**config.mk**
```make
export PLATFORM = sky130hd
export DESIGN_NAME = ps2_scan_decoder
export DESIGN_NICKNAME = d
export VERILOG_FILES = /design/src/rtl/ps2_scan_decoder.sv
export SDC_FILE = /design/constraint.sdc
export NUM_CORES = 1
export LEC_CHECK = 0
export ABC_AREA = 1
export CAP_MARGIN = 10
export CORE_MARGIN = 1.5
export CORE_UTILIZATION = 58
export DETAILED_ROUTE_END_ITERATION = 8
export PLACE_DENSITY_LB_ADDON = 0.15
export SLEW_MARGIN = 0
export SYNTH_ARGS = -nofsm -noshare
export SYNTH_HDL_FRONTEND = slang
export SYNTH_SLANG_ARGS = --single-unit
export TNS_END_PERCENT = 20
```
**constraint.sdc**
```tcl
create_clock -name clk -period 2.45 [get_ports clk]
set_clock_uncertainty 0.05 [all_clocks]
set_input_delay 0.49 -clock clk [delete_from_list [all_inputs] [get_ports clk]]
set_output_delay 0.49 -clock clk [all_outputs]
set_load 0.02 [all_outputs]
```
**src/rtl/ps2_scan_decoder.sv**
```systemverilog
// rtl/ps2_scan_decoder.sv - PS/2 keyboard frame receiver, scan-code FIFO and ASCII ROM
// Optional feature macro: PS2_PARITY_CHECK_EN (drop frames with bad odd parity)
module ps2_scan_decoder #(
  parameter int FIFO_AW = 3
) (
  input  logic       clk,
  input  logic       clrn,
  input  logic       ps2_clk,
  input  logic       ps2_data,
  input  logic       nextdata_n,
  output logic [7:0] data,
  output logic       ready,
  output logic       overflow,
  input  logic [7:0] rom_addr,
  output logic [7:0] ascii_lo,
  output logic [7:0] ascii_up
);

  localparam int DEPTH = 1 << FIFO_AW;

  logic [2:0]         r_ps2_sync;
  logic [3:0]         r_count;
  logic [9:0]         r_shift;
  logic [FIFO_AW-1:0] r_w_ptr;
  logic [FIFO_AW-1:0] r_r_ptr;
  logic               r_overflow;
  logic [7:0]         r_fifo [DEPTH];
  logic [7:0]         r_ascii_lo;
  logic [7:0]         r_ascii_up;

  logic               w_sample;
  logic               w_last_bit;
  logic               w_parity_ok;
  logic               w_frame_ok;
  logic [FIFO_AW-1:0] w_w_next;
  logic               w_full;
  logic               w_push;
  logic               w_drop;
  logic               w_pop;
  logic [7:0]         w_lo;
  logic [7:0]         w_up;

  // Falling edge of the synchronized PS/2 clock: older flop high, newer flop low.
  assign w_sample   = r_ps2_sync[2] & ~r_ps2_sync[1];
  assign w_last_bit = (r_count == 4'd10);

  // After ten shifts r_shift holds {parity, data[7:0], start}; ps2_data is the stop bit.
`ifdef PS2_PARITY_CHECK_EN
  assign w_parity_ok = ^r_shift[9:1];
`else
  assign w_parity_ok = 1'b1;
`endif

  assign w_frame_ok = ~r_shift[0] & ps2_data & w_parity_ok;
  assign w_w_next   = r_w_ptr + 1'b1;
  assign w_full     = (w_w_next == r_r_ptr);
  assign w_push     = w_sample & w_last_bit & w_frame_ok & ~w_full;
  assign w_drop     = w_sample & w_last_bit & w_frame_ok & w_full;
  assign ready      = (r_w_ptr != r_r_ptr);
  assign w_pop      = ~nextdata_n & ready;
  assign data       = r_fifo[r_r_ptr];
  assign overflow   = r_overflow;
  assign ascii_lo   = r_ascii_lo;
  assign ascii_up   = r_ascii_up;

  // Three-flop synchronizer for the keyboard clock, idle-high out of reset.
  always_ff @(posedge clk or posedge clrn) begin
    if (clrn) begin
      r_ps2_sync <= 3'b111;
    end else begin
      r_ps2_sync <= {r_ps2_sync[1:0], ps2_clk};
    end
  end

  // Bit collector: shift in LSB-first, wrap the counter after the stop bit.
  always_ff @(posedge clk or posedge clrn) begin
    if (clrn) begin
      r_count <= 4'd0;
      r_shift <= 10'd0;
    end else if (w_sample) begin
      if (w_last_bit) begin
        r_count <= 4'd0;
      end else begin
        r_count <= r_count + 4'd1;
        r_shift <= {ps2_data, r_shift[9:1]};
      end
    end
  end

  // FIFO pointers and sticky overflow; a drop in the same cycle as a pop leaves overflow set.
  always_ff @(posedge clk or posedge clrn) begin
    if (clrn) begin
      r_w_ptr    <= '0;
      r_r_ptr    <= '0;
      r_overflow <= 1'b0;
    end else begin
      if (w_push) r_w_ptr <= w_w_next;
      if (w_pop) begin
        r_r_ptr    <= r_r_ptr + 1'b1;
        r_overflow <= 1'b0;
      end
      if (w_drop) r_overflow <= 1'b1;
    end
  end

  // FIFO storage is written without reset; the pointers define what is valid.
  always_ff @(posedge clk) begin
    if (w_push) r_fifo[r_w_ptr] <= r_shift[8:1];
  end

  // Scan-code to ASCII lookup (lowercase and shifted tables share one decode).
  always_comb begin
    w_lo = 8'h00;
    w_up = 8'h00;
    case (rom_addr)
      8'h1C: begin w_lo = 8'h61; w_up = 8'h41; end
      8'h32: begin w_lo = 8'h62; w_up = 8'h42; end
      8'h21: begin w_lo = 8'h63; w_up = 8'h43; end
      8'h23: begin w_lo = 8'h64; w_up = 8'h44; end
      8'h24: begin w_lo = 8'h65; w_up = 8'h45; end
      8'h2B: begin w_lo = 8'h66; w_up = 8'h46; end
      8'h34: begin w_lo = 8'h67; w_up = 8'h47; end
      8'h33: begin w_lo = 8'h68; w_up = 8'h48; end
      8'h43: begin w_lo = 8'h69; w_up = 8'h49; end
      8'h3B: begin w_lo = 8'h6A; w_up = 8'h4A; end
      8'h42: begin w_lo = 8'h6B; w_up = 8'h4B; end
      8'h4B: begin w_lo = 8'h6C; w_up = 8'h4C; end
      8'h3A: begin w_lo = 8'h6D; w_up = 8'h4D; end
      8'h31: begin w_lo = 8'h6E; w_up = 8'h4E; end
      8'h44: begin w_lo = 8'h6F; w_up = 8'h4F; end
      8'h4D: begin w_lo = 8'h70; w_up = 8'h50; end
      8'h15: begin w_lo = 8'h71; w_up = 8'h51; end
      8'h2D: begin w_lo = 8'h72; w_up = 8'h52; end
      8'h1B: begin w_lo = 8'h73; w_up = 8'h53; end
      8'h2C: begin w_lo = 8'h74; w_up = 8'h54; end
      8'h3C: begin w_lo = 8'h75; w_up = 8'h55; end
      8'h2A: begin w_lo = 8'h76; w_up = 8'h56; end
      8'h1D: begin w_lo = 8'h77; w_up = 8'h57; end
      8'h22: begin w_lo = 8'h78; w_up = 8'h58; end
      8'h35: begin w_lo = 8'h79; w_up = 8'h59; end
      8'h1A: begin w_lo = 8'h7A; w_up = 8'h5A; end
      8'h45: begin w_lo = 8'h30; w_up = 8'h30; end
      8'h16: begin w_lo = 8'h31; w_up = 8'h31; end
      8'h1E: begin w_lo = 8'h32; w_up = 8'h32; end
      8'h26: begin w_lo = 8'h33; w_up = 8'h33; end
      8'h25: begin w_lo = 8'h34; w_up = 8'h34; end
      8'h2E: begin w_lo = 8'h35; w_up = 8'h35; end
      8'h36: begin w_lo = 8'h36; w_up = 8'h36; end
      8'h3D: begin w_lo = 8'h37; w_up = 8'h37; end
      8'h3E: begin w_lo = 8'h38; w_up = 8'h38; end
      8'h46: begin w_lo = 8'h39; w_up = 8'h39; end
      8'h29: begin w_lo = 8'h20; w_up = 8'h20; end
      8'h5A: begin w_lo = 8'h0D; w_up = 8'h0D; end
      default: begin w_lo = 8'h00; w_up = 8'h00; end
    endcase
  end

  // Synchronous ROM output register: one cycle from rom_addr to ascii_*.
  always_ff @(posedge clk or posedge clrn) begin
    if (clrn) begin
      r_ascii_lo <= 8'h00;
      r_ascii_up <= 8'h00;
    end else begin
      r_ascii_lo <= w_lo;
      r_ascii_up <= w_up;
    end
  end

endmodule

```
==> results <==
- The maximum clock frequency is 415 MHz.
- In the final layout, the share of cells above drive strength 1 is 0.111.
- The H-tree depth reported by CTS is 3.
- Setup violations remaining at the end of the flow were counted as 0.
- The cell area after synthesis is 4710 µm².
- The first global-routing pass estimated 15.7 mm of wire.
- On the worst path, the slowest cell contributes a delay of 0.47 ns.
- The core region is 7810 µm².
- The worst vdd rail ir drop is 0.000441 V.
- The number of hold-slack violations in the final timing report is 0.
- The final weighted congestion in routability-driven placement is 0.945.
- For this run, asynchronously set or reset flops after synthesis account for 0.333.
- The wire length after detailed routing is 9.84 mm.
- The category of the most critical setup path is register to primary output.
- The kind of cell adding the most delay to the critical path is buffers and inverters.
- The number of antenna violations at the first check in global routing is 0.
- The average footprint of a synthesized cell is 9.80 µm².
- The flow ran to the end, and the final reports show no timing, DRC or antenna violations.
- Setup repair after global routing left no endpoint under its margin.
- The cell row count is 32.
- The clock transition time at the flip-flop clock pins of the worst setup and hold paths is 0.10 ns.
- Yosys attributes the largest share of cell area to edfxtp_1 41%, dfrtp_1 15%, nand2_1 9.9%.
- The analysis attributes to cell leakage a power of 0.00235 µW.
- Measured along the x axis, the die boundary spans 93.2 µm.
- For this block, the initial DRC count from the detailed router was 196.
- In this run the worst hold path is classified as register to register.
- The portion of the post-synthesis area used by sequential elements is 0.578.
- The number of buffers and inverters on the critical path is 2.
- The cell count after synthesis came out at 481.
- Measured along the y axis, the die boundary spans 93.2 µm.
- Hold timing on the final database bottoms out at a slack of 0.309 ns.
- The startpoint class of the critical path is a register.
- The repair_antennas step left the layout with diodes totalling 0.
- The initial utilization of the core area, before any placement, comes to 0.604.
- The routed via count divided by cell count is 5.50.
- Of all cell types, the one taking the most synthesized area is edfxtp_1.
- For this run, design rule violations remaining after detail routing come to 0.
- Entering global routing, the biggest net connects 37 pins.
- The TritonCTS clock tree is done.
- The pre-antenna-repair detailed-routing pass consisted of 5 iterations.
- The most used cell along the critical path is nand2_1.
- The fraction of synthesized cell area taken by the top area cell type is 0.408.
- Data on the critical path is required at its endpoint by 1.91 ns.
- Data arrives at the worst endpoint at 1.87 ns.
- The placed cell count is 618.
- The area growth from synthesis to layout is 15.3%.
- The routed layout has 3491 vias.
- The die covers 8680 µm².
- The overflow left after global routing is 0.
- In this run the deepest clock path goes through 2 buffers.
- TritonCTS created 9 clock buffers.
- The endpoint kind of the worst setup timing path is a primary output.
- The critical-path maximum fanout is 17.
- The remaining number of nets flagged by the antenna check after routing is 0.
- Yosys instantiated no cell more often than nand2_1.
- The hold buffer count at CTS is 0.
- The signal on the critical path passes through clkbuf_16 -> o21ai_0 -> o22ai_1 -> nand2_1 -> nand2_1 -> dlygate4sd2_1.
- Max-cap violations in this run came to 0.
- The number of buffer cells added on primary ports is 36.
- The via count of the first global-routing pass is 3299.
- The post-route fraction of the period consumed by the critical path is 0.984.
- The minimum clock period is 2.41 ns.
- The post-route non-filler standard cell count is 635.
- The count of final max-slew check failures is 0.
- The master of the slowest instance on the critical path is dfrtp_2.
- Summed over all nets, the half-perimeter wirelength after detailed placement is 7.00 mm.
- The clock latency on the worst-skew pair is 0.35 ns.
- The final setup TNS is 0 ns.
- Yosys mapped a number of flops with a built-in enable equal to 64.
- The all-layer global routing usage is 0.241.
- The most used flip-flop cell after synthesis is edfxtp_1.
- The total power divided by cell area is 916 nW/µm².
- The tree is rooted in a clkbuf_8.
- The number of setup buffers added after CTS is 0.
- The final net count is 550.
- The yosys synthesis warning count is 0.
- In this run, distinct cell masters in the synthesized netlist total 39.
- The synthesized flop and latch total is 96.
- The commonest cells after synthesis are 124 x nand2_1, 64 x edfxtp_1, 47 x nor2_1, 34 x o21ai_0.
- Dividing the detail-routed wire length by the instance count gives 15.5 µm.
- The clock net in this run drives a total of 96 sinks.
- 39 I/O pins were placed.
==> path summary, 6_finish.rpt <==
path                            slack, ns            end  cells past startpoint          start
worst max register to register       0.51   r_fifo[2][2]                      6     r_w_ptr[0]
min in group asynchronous            0.45     r_r_ptr[1]                      3           clrn
worst min register to register       0.31  r_ps2_sync[1]                      0  r_ps2_sync[0]
worst max-delay path                 0.04        data[1]                      6     r_r_ptr[0]
worst min-delay path                 0.31  r_ps2_sync[1]                      0  r_ps2_sync[0]
max in group asynchronous            1.55  r_ps2_sync[0]                      3           clrn
==> cell usage in the layout, fill, tap and decap left out, types with 7 or more instances in the layout <==
cell type / n
ha_1: 9
nand2_1: 124
inv_1: 31
clkbuf_8: 9
nor2_1: 47
clkdlybuf4s50_1: 27
buf_4: 22
o21ai_0: 34
nand3_1: 31
o22ai_1: 17
dfrtp_1: 28
dlygate4sd2_1: 7
mux2i_1: 16
edfxtp_1: 64
a21oi_1: 12
==> registers in the layout, summed over array words and instances (netlist names) <==
register    cells
r_fifo         64
r_shift        10
ascii_lo        6
r_count         4
r_ps2_sync      3
r_r_ptr         3
r_w_ptr         3
ascii_up        2
overflow        1
==> stage by stage <==
| stage | worst slack, ns | utilization | instance area (µm²) | total power, µW |
|---|---|---|---|---|
| floorplan | 0.471 | - | 4720 | 3430 |
| global placement | 0.150 | 0.671 | 5240 | 4070 |
| detailed placement | 0.131 | 0.671 | 5240 | 4100 |
| CTS | 0.0476 | 0.693 | 5410 | 4940 |
| global route | 0.000296 | 0.696 | 5440 | 5250 |
| finish | 0.0391 | 0.696 | 5440 | 4980 |
==> routing by layer <==
| metal | vias up | global-route usage | part of all wire | wire length, µm |
|---|---|---|---|---|
| met5 | - | 0 | 0 | 0 |
| met4 | 0 | 0.0909 | 0.026 | 259 |
| met3 | 21 | 0.0358 | 0.052 | 515 |
| met2 | 123 | 0.417 | 0.49 | 4830 |
| met1 | 1632 | 0.307 | 0.43 | 4230 |
| li1 | 1715 | - | - | - |
==> worst register-to-register path, delay by kind of cell (launching register included) <==
kind	cells	cell delay, ns
simple gates	3	0.46
flops	1	0.46
xor+xnor	1	0.16
buf+inv	1	0.17
fa+ha+maj	1	0.35
==> timing repair <==
| item | 4_1_cts | 5_1_grt |
|---|---|---|
| gates resized for setup | 9 | 5 |
| endpoints found under the hold margin | 0 | 0 |
| endpoints found under the setup margin | 9 | 4 |
| gates cloned | 0 | 1 |
==> area by class of cell <==
class,count,area (µm²)
multi-input combinational,324,1680
clock buffer,9,124
clock inverter,7,55.1
sequential,96,2730
fill,608,2370
tap,102,128
timing repair buffer,62,588
inverter,35,136
==> kinds of logic (layout without fill, tap and decap cells) <==
kind of cell / after synthesis / count (layout) / share of synthesized area
other cells: 1 / 2 / 0.000795
xor+xnor: 8 / 8 / 0.0149
mux: 16 / 16 / 0.0340
compound gates: 70 / 70 / 0.0815
fa+ha+maj: 9 / 9 / 0.0239
simple gates: 219 / 219 / 0.200
buf+inv: 62 / 113 / 0.0669
flops: 96 / 96 / 0.578
==> power breakdown <==
part | switching (µW) | total, µW | internal, µW
combinational | 1060 | 1770 | 719
clock | 552 | 930 | 377
sequential | 280 | 2270 | 1990
Note: power is estimated with default switching activity, not from simulation.
